**src/rtl/dds_pkg.sv**
```systemverilog
// Shared definitions for the wave_dds stage: waveform encodings, the
// quarter-wave sine table and the DAC midpoint.
package dds_pkg;

    typedef enum logic [1:0] {
        WAVE_SAW = 2'd0,
        WAVE_TRI = 2'd1,
        WAVE_SQR = 2'd2,
        WAVE_SIN = 2'd3
    } wave_e;

    // Mid-scale code of the 8-bit DAC; the sine swings +/-127 around it.
    localparam logic [7:0] DAC_MID = 8'd128;

    // Quarter-wave magnitude: SIN_QTR[k] = round(127 * sin(pi * k / 128)).
    localparam logic [6:0] SIN_QTR [0:64] = '{
        7'd0,   7'd3,   7'd6,   7'd9,   7'd12,  7'd16,  7'd19,  7'd22,
        7'd25,  7'd28,  7'd31,  7'd34,  7'd37,  7'd40,  7'd43,  7'd46,
        7'd49,  7'd51,  7'd54,  7'd57,  7'd60,  7'd63,  7'd65,  7'd68,
        7'd71,  7'd73,  7'd76,  7'd78,  7'd81,  7'd83,  7'd85,  7'd88,
        7'd90,  7'd92,  7'd94,  7'd96,  7'd98,  7'd100, 7'd102, 7'd104,
        7'd106, 7'd107, 7'd109, 7'd111, 7'd112, 7'd113, 7'd115, 7'd116,
        7'd117, 7'd118, 7'd120, 7'd121, 7'd122, 7'd122, 7'd123, 7'd124,
        7'd125, 7'd125, 7'd126, 7'd126, 7'd126, 7'd127, 7'd127, 7'd127,
        7'd127
    };

endpackage

```
**src/rtl/dds_sine_lut.sv**
```systemverilog
// Combinational 8-bit sine shaper: folds the phase into one quadrant of the
// shared quarter-wave table and restores sign around the DAC midpoint.
module dds_sine_lut
    import dds_pkg::*;
(
    input  logic [7:0] phase_idx,
    output logic [7:0] sample
);

    logic [1:0] quad_s;
    logic [5:0] idx_s;
    logic [6:0] addr_s;
    logic [6:0] mag_s;

    // Quadrant fold: odd quadrants read the table backwards, the lower
    // half-period adds to midpoint, the upper half subtracts.
    always_comb begin
        quad_s = phase_idx[7:6];
        idx_s  = phase_idx[5:0];
        if (quad_s[0]) begin
            addr_s = 7'd64 - {1'b0, idx_s};
        end else begin
            addr_s = {1'b0, idx_s};
        end
        mag_s = SIN_QTR[addr_s];
        if (quad_s[1]) begin
            sample = DAC_MID - {1'b0, mag_s};
        end else begin
            sample = DAC_MID + {1'b0, mag_s};
        end
    end

endmodule

```
**src/rtl/wave_dds.sv**
```systemverilog
// Direct-digital-synthesis stage: phase accumulator, FTW/waveform handshake
// with a single pending slot applied at phase wrap, and a registered
// waveform shaper driving the parallel DAC bus.
module wave_dds
    import dds_pkg::*;
#(
    parameter int ACC_WIDTH = 26,
    parameter int OUT_WIDTH = 8   // sine path is built for an 8-bit bus
) (
    input  logic                 clk,
    input  logic                 reset_n,
    input  logic                 enable,
    input  logic                 ftw_valid,
    output logic                 ftw_ready,
    input  logic [ACC_WIDTH-1:0] ftw_data,
    input  logic [1:0]           wave_sel,
    output logic [OUT_WIDTH-1:0] dac_out,
    output logic                 sync_out,
    output logic                 wrap_pulse
);

    logic [ACC_WIDTH-1:0] phase_q,    phase_d;
    logic [ACC_WIDTH-1:0] ftw_q,      ftw_d;
    logic [ACC_WIDTH-1:0] pend_ftw_q, pend_ftw_d;
    wave_e                wave_q,     wave_d;
    wave_e                pend_wave_q, pend_wave_d;
    logic                 pend_valid_q, pend_valid_d;
    logic                 wrap_q,     wrap_d;
    logic [OUT_WIDTH-1:0] dac_q,      dac_d;

    logic [ACC_WIDTH:0]   sum_s;
    logic                 carry_s;
    logic                 accept_s;
    logic                 apply_s;
    logic [OUT_WIDTH-1:0] phase_idx_s;
    logic [OUT_WIDTH-1:0] sine_s;
    logic [OUT_WIDTH-1:0] shaped_s;

    assign ftw_ready   = ~pend_valid_q;
    assign sync_out    = phase_q[ACC_WIDTH-1];
    assign dac_out     = dac_q;
    assign wrap_pulse  = wrap_q;
    assign phase_idx_s = phase_q[ACC_WIDTH-1 -: OUT_WIDTH];

    dds_sine_lut u_sine_lut (
        .phase_idx (phase_idx_s),
        .sample    (sine_s)
    );

    // Accumulator sum with carry, handshake accept and the apply decision.
    // A stalled oscillator (active FTW of zero) never wraps, so a pending
    // word is taken on the next edge instead. Accept and apply are exclusive
    // because accept needs an empty slot and apply needs a full one, which
    // keeps a word accepted on a wrap edge waiting for the following wrap.
    always_comb begin
        sum_s    = {1'b0, phase_q} + {1'b0, ftw_q};
        carry_s  = sum_s[ACC_WIDTH];
        accept_s = ftw_valid & ~pend_valid_q;
        apply_s  = pend_valid_q &
                   ((enable & carry_s) | (ftw_q == {ACC_WIDTH{1'b0}}));
    end

    // Waveform shaping of the current phase index with the active wave.
    always_comb begin
        shaped_s = phase_idx_s;
        case (wave_q)
            WAVE_SAW: shaped_s = phase_idx_s;
            WAVE_TRI: begin
                if (phase_idx_s[OUT_WIDTH-1]) begin
                    shaped_s = ~{phase_idx_s[OUT_WIDTH-2:0], 1'b0};
                end else begin
                    shaped_s = {phase_idx_s[OUT_WIDTH-2:0], 1'b0};
                end
            end
            WAVE_SQR: begin
                if (phase_idx_s[OUT_WIDTH-1]) begin
                    shaped_s = {OUT_WIDTH{1'b0}};
                end else begin
                    shaped_s = {OUT_WIDTH{1'b1}};
                end
            end
            WAVE_SIN: shaped_s = sine_s;
            default:  shaped_s = phase_idx_s;
        endcase
    end

    // Next-state for phase, wrap flag, DAC sample, active and pending words.
    always_comb begin
        phase_d      = phase_q;
        wrap_d       = 1'b0;
        dac_d        = dac_q;
        ftw_d        = ftw_q;
        wave_d       = wave_q;
        pend_valid_d = pend_valid_q;
        pend_ftw_d   = pend_ftw_q;
        pend_wave_d  = pend_wave_q;

        if (enable) begin
            phase_d = sum_s[ACC_WIDTH-1:0];
            wrap_d  = carry_s;
            dac_d   = shaped_s;
        end else begin
            phase_d = phase_q;
            wrap_d  = 1'b0;
            dac_d   = dac_q;
        end

        if (apply_s) begin
            ftw_d        = pend_ftw_q;
            wave_d       = pend_wave_q;
            pend_valid_d = 1'b0;
        end else if (accept_s) begin
            pend_valid_d = 1'b1;
            pend_ftw_d   = ftw_data;
            pend_wave_d  = wave_e'(wave_sel);
        end else begin
            pend_valid_d = pend_valid_q;
        end
    end

    // State register with synchronous active-low reset; reset also drops
    // anything pending and any transfer offered in the same cycle.
    always_ff @(posedge clk) begin
        if (!reset_n) begin
            phase_q      <= {ACC_WIDTH{1'b0}};
            ftw_q        <= {ACC_WIDTH{1'b0}};
            wave_q       <= WAVE_SAW;
            pend_valid_q <= 1'b0;
            pend_ftw_q   <= {ACC_WIDTH{1'b0}};
            pend_wave_q  <= WAVE_SAW;
            wrap_q       <= 1'b0;
            dac_q        <= {OUT_WIDTH{1'b0}};
        end else begin
            phase_q      <= phase_d;
            ftw_q        <= ftw_d;
            wave_q       <= wave_d;
            pend_valid_q <= pend_valid_d;
            pend_ftw_q   <= pend_ftw_d;
            pend_wave_q  <= pend_wave_d;
            wrap_q       <= wrap_d;
            dac_q        <= dac_d;
        end
    end

endmodule
```
**config.mk**
```make
export PLATFORM = sky130hd
export DESIGN_NAME = wave_dds
export DESIGN_NICKNAME = d
export VERILOG_FILES = /design/src/rtl/dds_pkg.sv /design/src/rtl/dds_sine_lut.sv /design/src/rtl/wave_dds.sv
export SDC_FILE = /design/constraint.sdc
export NUM_CORES = 1
export LEC_CHECK = 0
export CAP_MARGIN = 10
export CORE_UTILIZATION = 30
export CTS_CLUSTER_DIAMETER = 40
export DETAILED_ROUTE_END_ITERATION = 6
export GPL_TIMING_DRIVEN = 0
export PLACE_DENSITY = 0.51
export SYNTH_ARGS = -nofsm -noshare
export SYNTH_HDL_FRONTEND = slang
export SYNTH_SLANG_ARGS = --single-unit
```
**constraint.sdc**
```tcl
create_clock -name clk -period 5.5 [get_ports clk]
set_input_delay 1.1 -clock clk [delete_from_list [all_inputs] [get_ports clk]]
set_output_delay 1.1 -clock clk [all_outputs]
set_load 0.005 [all_outputs]
```
==> flow_summary_export.csv, run 1 <==
group,metric,value,unit
status,status,"complete, no violations",
worst_setup_path,crit_chain,"buf_4 -> inv_1 -> ha_1 -> nand2_1 -> o21ai_0 -> ha_1 -> clkbuf_1 -> nor2_1 -> o21ai_0 -> o2111ai_1 -> nand3_1 -> a31oi_1 -> a211oi_2 -> ha_1 -> nand2_1 -> nor4_2 -> mux2i_1 -> o21ai_1",
sta,period_share,83.3,%
pwr,p_int,1180,µW
pwr,swShare,30.0,%
worst_hold_path,worstHoldPathCells,2,
synthesis,synth_async_sr_flop_share,0,%
worst_hold_path,hold_class,"register to register",
detailed_routing,wirelength,18400,µm
worst_setup_path,cp_data_arrival_time,4810,ps
worst_setup_path,end_kind,"register",
synthesis,ys_types,77,
global_routing,grt_max_degree,18,
placement,port_buffers,41,
detailed_routing,drc,0,
cts,ctsHoldBuffers,0,
final_layout,n_antenna_cell,0,
placement,hpwlAfterDp,14000,µm
sta,grt_setup_unrepaired,"false",
synthesis,yosys_register_bits,92,
synthesis,synth_area,0.00629,mm²
sta,period_minus_slack,4580,ps
sta,fin_skew,12.8,ps
cts,ctsResizeCount,0,
synthesis,avgSynthCellArea,7.72,µm²
cts,cts.htree.levels,3,
synthesis,yosysWarningCount,0,
cts,numCtsBuffers,9,
floorplanning,dieHeight,147,µm
sta,maxSlewHeadroom,30.5,%
worst_setup_path,max_stage_delay,510,ps
worst_setup_path,start_kind,"register",
final_layout,fillers,2186,
pwr,p_clk_share,38.6,%
cts,numClockSinks,92,
sta,setup_viol,0,
detailed_routing,via_per_inst,5.26,
global_routing,antenna_found_initial,0,
floorplanning,die-width,147,µm
worst_setup_path,r2r_cells,18,
worst_setup_path,crit_fanout,8,
sta,worstMarginPinSlew,1040,ps
cts,cts_tree,"yes",
synthesis,ys_seq_area_share,29.3,%
global_routing,grt_first_pass_wirelength,29800,µm
synthesis,synth_top_area_share,29.3,%
worst_setup_path,setup.worst_path.class,"register to register",
final_layout,syn2layout_area_growth,16.8,%
worst_setup_path,cpMaxStageDelayCell,"dfxtp_1",
floorplanning,core,0.0204,mm²
placement,gp_congestion,0.874,
floorplanning,num_io_pins,43,
pwr,seqPwrFrac,42.9,%
cts,clk_latency,350,ps
pwr,switchingPower,504,µW
synthesis,synth_flop_cell,"dfxtp_1",
detailed_routing,post_drt_wl_per_cell,16.2,µm
worst_setup_path,cp_num_buf_inv,3,
synthesis,synth_edf_count,0,
flow_run,maxCapViolCount,0,
pwr,power.density,229,mW/mm²
final_layout,regArea,0.00184,mm²
final_layout,multi_input_area,0.00410,mm²
detailed_routing,postRouteAntennaNets,0,
synthesis,synth_fp_nets,882,
final_layout,drive_gt1_share,6.66,%
pwr,leakage,0.00278,µW
final_layout,nets,934,
pwr,peakVddDrop,0.000153,V
worst_setup_path,critical_path_cell_count,18,
pwr,pwr-share-comb,18.5,%
synthesis,syn_inst,814,
worst_setup_path,cp_top_family,"compound AO/OA/AOI/OAI gates",
worst_setup_path,crit_top_cell,"ha_1",
floorplanning,start_util,30.9,%
worst_setup_path,r2r_slack,920,ps
sta,finalMaxSlewViolations,0,
worst_setup_path,required,5730,ps
synthesis,yosys.area.top_type,"dfxtp_1",
floorplanning,num_rows,52,
sta,hold_viol,0,
sta,tns,0,ps
cts,cts_setup_buffers,0,
detailed_routing,drt_iter0_markers,462,
sta,fmax,0.218,GHz
global_routing,grt_usage,17.4,%
detailed_routing,vias,6004,
floorplanning,die_area,0.0215,mm²
global_routing,grt-ovfl-total,0,
cts,clockBufferDepth,2,
cts,clk_pin_slew,70,ps
cts,clock_tree.root_cell,"clkbuf_16",
detailed_routing,first_pass_iters,5,
synthesis,synthTopCellsByArea,"dfxtp_1 29%, nand2_1 7.7%, ha_1 7.0%, o21ai_0 5.0%, nand3_1 4.3%",
global_routing,grt_pass1_vias,5512,
final_layout,final_util,36.1,%
==> metrics by stage <==
stage	power [µW]	std cells	hold slack (ps)	worst slack [ps]	area, µm²
after CTS	1700	1141	466	1000	7340
after global placement	1050	1125	446	917	7040
after global routing	1770	1141	482	696	7340
final	1680	1141	458	920	7340
after floorplan	940	814	436	2070	6290
after detailed placement	1050	1125	450	1040	7040
==> layer usage <==
layer	routed length, µm	global-route usage [%]
met5	0	0
met4	219	3.75
met3	868	2.86
met2	7860	26.4
met1	9480	25.6
==> synthesized netlist by cell type (all sizes together) (5+ instances only) <==
master and n:
nand2 129, dfxtp 92, o21ai 65, nand3 56, clkbuf 38, a21oi 37
ha 35, nor2 33, a21boi 30, buf 23, inv 20, nor2b 20
nor3 20, a21o 17, xnor2 17, mux2i 16, nor4 12, a31oi 11
a211oi 10, o211ai 10, xor2 10, nand4 9, o21a 8, o31ai 8
or2 7, a2111oi 5, nand2b 5, o211a 5, o21bai 5
==> path summary, 6_finish.rpt <==
path | to | start
hold / removal | dac_out[5] | dac_out[5]
hold reg to reg | dac_out[5] | dac_out[5]
setup reg to reg | dac_out[6] | phase_q[18]
setup / recovery | dac_out[6] | phase_q[18]
==> worst min-delay path, cell delays in order, from the launching register on <==
cell and delay [ps]:
dfxtp_1 320, nand2_1 60, o31ai_2 50
==> state kept, by name, indices dropped and copies added (netlist names) <==
| signal | cells |
|---|---|
| wave_q | 2 |
| ftw_q | 26 |
| wrap_pulse | 1 |
| phase_q | 26 |
| pend_wave_q | 2 |
| dac_out | 8 |
| pend_valid_q | 1 |
| pend_ftw_q | 26 |
==> logic make-up (layout without fill, tap and decap cells) <==
group	count (synthesis)	count (layout)	share of synthesized area, %
AOI/OAI and AO/OA	248	248	27.2
and+or+nand+nor	313	313	24.1
buffers and inverters	81	138	5.49
muxes	17	17	2.73
xor gates and xnor gates	27	27	3.88
DFF	92	92	29.3
adders and majority gates	36	36	7.28
==> area by class of cell <==
class | instances | share of cell area [%]
Buffer | 61 | 3.68
Clock buffer | 9 | 3.07
Clock inverter | 7 | 1.12
Inverter | 20 | 1.02
Multi-Input combinational cell | 641 | 55.8
Sequential cell | 92 | 25.1
Tap cell | 270 | 4.60
Timing Repair Buffer | 41 | 5.59
==> power by group through the flow <==
stage,logic (µW),registers (µW),clock network (µW)
4_1_cts,312,722,665
3_5_place_dp,311,737,0
2_1_floorplan,213,727,0
3_3_place_gp,312,737,0
5_1_grt,349,726,691
6_report,311,722,649
==> cells in the final DEF, fill, tap and decap left out, types with 11 or more instances in the layout <==
master,n
a21boi_0,30
a21o_1,17
a21oi_1,37
a31oi_1,11
buf_2,12
clkbuf_1,38
clkdlybuf4s50_1,41
dfxtp_1,92
ha_1,35
inv_1,20
mux2i_1,16
nand2_1,129
nand3_1,54
nor2_1,33
nor2b_1,20
nor3_1,19
nor4_1,11
o21ai_0,63
xnor2_1,17
(Power assumes the default switching activity.)
==> inputs of run 2 (changes only) <==
PLACE_DENSITY = 0.53   (was 0.51)
clock period = 4.1 ns   (was 5.5 ns; I/O delays follow)
==> run 2 against run 1 <==
- utilization up 0.31 points
- flip-flop and latch count stayed put
- clock skew down 1.3 ps
- maximum frequency is 18% higher
- global-route usage rose by 0.11 points
- clock-buffer cell count is the same
- hold slack worse by 4.0 ps
- via count grew 0.55%
- non-clock buffer count stayed put
- critical path depth decreased by 1
==> flow_summary_export.csv, run 2 (same netlist as run 1, synthesis figures left out) <==
group,metric,value,unit
sta,worstMarginPinSlew,969,ps
placement,pre_cts_ws,-341,ps
global_routing,grt-ovfl-total,0,
sta,hold_viol,0,
detailed_routing,drc,0,
cts,clock_tree.root_cell,"clkbuf_16",
global_routing,grt_first_pass_wirelength,30000,µm
final_layout,drive_gt1_share,7.81,%
pwr,leakage,0.00280,µW
flow_run,maxCapViolCount,0,
floorplanning,start_util,30.9,%
final_layout,nets,934,
detailed_routing,post_drt_wl_per_cell,16.2,µm
detailed_routing,drt_iter0_markers,356,
floorplanning,core,0.0204,mm²
floorplanning,dieHeight,147,µm
worst_setup_path,required,4340,ps
placement,port_buffers,41,
detailed_routing,wirelength,18500,µm
sta,setup_viol,0,
status,status,"complete, no violations",
sta,period_share,95.0,%
cts,numCtsBuffers,9,
sta,finalMaxSlewViolations,0,
floorplanning,die-width,147,µm
placement,hpwlAfterDp,13800,µm
worst_setup_path,start_kind,"register",
pwr,peakVddDrop,0.000196,V
detailed_routing,postRouteAntennaNets,0,
sta,fin_skew,11.6,ps
global_routing,antenna_found_initial,0,
pwr,power.density,314,mW/mm²
floorplanning,num_io_pins,43,
worst_setup_path,end_kind,"register",
cts,numClockSinks,92,
final_layout,layout_commonest_cell,"nand2_1",
placement,dpl_cell_area,0.00704,mm²
cts,clockBufferDepth,2,
detailed_routing,vias,6037,
detailed_routing,first_pass_iters,5,
final_layout,finalNonFillerCells,1142,
placement,place_inst,1125,
sta,grt_setup_unrepaired,"true",
sta,period_minus_slack,3890,ps
sta,tns,0,ps
sta,finalWorstSetupSlack,205,ps
worst_setup_path,cp_data_arrival_time,4130,ps
cts,clk_latency,360,ps
final_layout,reg.largest.list,"ftw_q: 26 flops, pend_ftw_q: 26 flops, phase_q: 26 flops",
final_layout,final_cell_mix,"129 x nand2_1, 91 x dfxtp_1, 62 x o21ai_0",
sta,holdWs,454,ps
floorplanning,die_area,0.0215,mm²
placement,gp_congestion,0.917,
floorplanning,num_rows,52,
cts,cts_tree,"yes",
cts,cts.htree.levels,3,
cts,clk_pin_slew,70,ps
worst_setup_path,setup.worst_path.class,"register to register",
sta,fmax,0.257,GHz
global_routing,grt_usage,17.5,%
global_routing,grt_pass1_vias,5619,
final_layout,final_area,0.00741,mm²
global_routing,grt_max_degree,18,
sta,maxSlewHeadroom,35.3,%
final_layout,syn2layout_area_growth,17.8,%
worst_setup_path,crit_fanout,8,
worst_hold_path,hold_class,"register to register",
detailed_routing,via_per_inst,5.29,
## run 2: changes by cell type in the layout (fill, tap and decap cells not counted), sizes merged
cell and delta:
bufinv +1, buf +1, inv -1, clkbuf -1, diode +1
## run 2: worst paths after layout
check	from	end	slack (ps)	cells after the start
max	phase_q[19]	dac_out[6]	210	17
min	dac_out[3]	dac_out[3]	450	2
max reg2reg	phase_q[19]	dac_out[6]	210	17
min reg2reg	dac_out[3]	dac_out[3]	450	2
## run 2: where the power goes
group / internal (µW) / leakage (µW) / switching (µW)
Clock: 545 / 0.000160 / 396
Sequential: 935 / 0.000748 / 33.4
Combinational: 162 / 0.00189 / 256
Total: 1640 / 0.00280 / 685
## run 2: worst max-delay path, stage by stage, from the launching register on
cell       delay [ps]
dfxtp_1           410
buf_2             270
inv_1             140
ha_2              400
nand2_1            80
o21ai_2           150
ha_2              320
nor2_1             80
o21ai_0           150
o2111ai_1         170
nand3_1           130
a31oi_1           110
a211oi_2          330
ha_1              260
nand2_1           110
nor4_2            260
mux2i_1           310
o21ai_1           100
## run 2: what timing repair did
item / in CTS / in global routing
buffers inserted: 2 / 0
pin swaps: 1 / 1
endpoints found under the setup margin: 4 / 4
gates resized for setup: 4 / 7
hold buffers: 0 / 0
## run 2: metrics by stage
stage | util (%) | power (µW)
3_3_place_gp | 34.5 | 1410
5_1_grt | 36.4 | 2440
4_1_cts | 36.2 | 2350
6_report | 36.4 | 2330
3_5_place_dp | 34.5 | 1410
2_1_floorplan | - | 1260
## run 2: layout make-up
| type | count | area [µm²] |
|---|---|---|
| fill | 2171 | 13000 |
| sequential | 92 | 1840 |
| tap | 270 | 338 |
| timing repair buffer | 43 | 425 |
| antenna | 1 | 2.50 |
| clock inverter | 7 | 108 |
| inverter | 20 | 75.1 |
| clock buffer | 9 | 225 |
| buffer | 59 | 267 |
| multi-input combinational | 641 | 4120 |
## run 2: layer usage
metal	track usage (%)	share of wire, %	wire length (µm)	vias to the layer above
met5	0	0	0	-
met4	4.90	1.5	275	0
met3	2.48	4.8	878	19
met2	27.0	43	7980	140
met1	25.2	51	9340	2830
li1	-	-	-	3048
==> inputs of run 3 (changes only) <==
SLEW_MARGIN = 30   (was unset)
==> run 3 against run 2 <==
- die area stayed put
- clock power hardly changed
- sequential power hardly changed
- non-clock buffer count is 1 higher
- final cell count hardly changed
- critical path depth is 2 lower
- utilization hardly changed
- first-iteration DRC count is 1.4% lower
- critical path type unchanged
- largest cell class unchanged
- largest power group unchanged
==> flow_summary_export.csv, run 3 (same netlist as run 1, synthesis figures left out) <==
group,metric,value,unit
status,status,"complete, no violations",
sta,worstMarginPinSlew,761,ps
global_routing,grt-ovfl-total,0,
global_routing,grt_max_degree,18,
detailed_routing,drc,0,
worst_setup_path,required,4340,ps
floorplanning,num_rows,52,
pwr,power.density,315,mW/mm²
worst_setup_path,crit_fanout,10,
floorplanning,num_io_pins,43,
global_routing,grt_usage,17.5,%
worst_setup_path,start_kind,"register",
detailed_routing,post_drt_wl_per_cell,16.1,µm
final_layout,reg.largest.list,"ftw_q: 26 flops, pend_ftw_q: 26 flops, phase_q: 26 flops",
detailed_routing,vias,6033,
floorplanning,start_util,30.9,%
sta,period_share,91.9,%
cts,numCtsBuffers,9,
cts,clk_latency,360,ps
cts,clock_tree.root_cell,"clkbuf_16",
placement,hpwlAfterDp,13800,µm
cts,clk_pin_slew,70,ps
final_layout,drive_gt1_share,7.80,%
detailed_routing,first_pass_iters,5,
flow_run,maxCapViolCount,0,
floorplanning,die-width,147,µm
cts,cts.htree.levels,3,
cts,numClockSinks,92,
final_layout,layout_commonest_cell,"nand2_1",
placement,port_buffers,41,
global_routing,grt_pass1_vias,5619,
sta,finalMaxSlewViolations,0,
cts,clockBufferDepth,2,
worst_setup_path,setup.worst_path.class,"register to register",
global_routing,grt_first_pass_wirelength,30000,µm
sta,setup_viol,0,
floorplanning,core,0.0204,mm²
floorplanning,dieHeight,147,µm
pwr,peakVddDrop,0.000196,V
final_layout,finalNonFillerCells,1143,
placement,place_inst,1125,
final_layout,nets,935,
worst_setup_path,cp_data_arrival_time,4010,ps
placement,gp_congestion,0.917,
sta,fin_skew,11.7,ps
cts,cts_tree,"yes",
final_layout,final_cell_mix,"129 x nand2_1, 91 x dfxtp_1, 62 x o21ai_0",
final_layout,syn2layout_area_growth,17.8,%
sta,hold_viol,0,
sta,fmax,0.265,GHz
detailed_routing,drt_iter0_markers,351,
global_routing,antenna_found_initial,0,
pwr,leakage,0.00281,µW
sta,tns,0,ps
detailed_routing,wirelength,18400,µm
detailed_routing,via_per_inst,5.28,
sta,period_minus_slack,3770,ps
floorplanning,die_area,0.0215,mm²
detailed_routing,postRouteAntennaNets,0,
worst_setup_path,end_kind,"register",
sta,maxSlewHeadroom,49.3,%
worst_hold_path,hold_class,"register to register",
[run 3: final timing paths]
path	cells after the start	slack, ps	start	end
setup / recovery	15	330	phase_q[18]	dac_out[6]
hold / removal	2	450	dac_out[3]	dac_out[3]
setup reg to reg	15	330	phase_q[18]	dac_out[6]
hold reg to reg	2	450	dac_out[3]	dac_out[3]
[run 3: worst max-delay path, stage by stage (launching register included)]
cell      delay, ps
dfxtp_2         420
buf_4           230
inv_1           150
ha_1            240
nor3b_2         180
o211ai_1        340
clkbuf_1        400
nand3_1         130
a211oi_1        330
nor4_2          100
nor2_1          150
ha_1            200
nand2_1         110
nor4_2          260
mux2i_1         310
o21ai_1         100
[run 3: power breakdown]
part	leakage, µW	internal (µW)	switching, µW
Sequential	0.000748	935	33.4
Combinational	0.00190	163	256
Clock	0.000160	545	397
[run 3: metrics by stage]
step | util (%) | total power, µW | instance area (µm²) | hold WS, ps | setup WS, ps
global placement | 34.5 | 1410 | 7040 | 451 | -400
finish | 36.4 | 2330 | 7410 | 453 | 330
floorplan | - | 1260 | 6290 | 436 | 667
detailed placement | 34.5 | 1410 | 7040 | 443 | -341
global route | 36.4 | 2440 | 7410 | 472 | -0.954
CTS | 36.2 | 2350 | 7380 | 458 | 67.5
[run 3: layout make-up]
type                            instances  area, µm²
Antenna cell                            1       2.50
Sequential cell                        92       1840
Timing Repair Buffer                   44        433
Tap cell                              270        338
Fill cell                            2169      13000
Inverter                               20       75.1
Clock buffer                            9        225
Buffer                                 59        264
Clock inverter                          7        108
Multi-Input combinational cell        641       4120
[run 3: layer usage]
layer	routed length (µm)	GRT usage, %	vias up	share of wire, %
met2	7920	27.0	152	43
met5	0	0	-	0
met1	9320	25.2	2805	51
met4	274	4.90	0	1.5
met3	895	2.48	19	4.9
li1	-	-	3057	-
[run 3: what timing repair did]
action                                  CTS  global route
endpoints found under the setup margin    4             4
buffers inserted                          2             1
pin swaps                                 1             1
cloned                                    0             0
hold buffers                              0             0
resized for setup                         4             4
hold endpoints to repair                  0             0
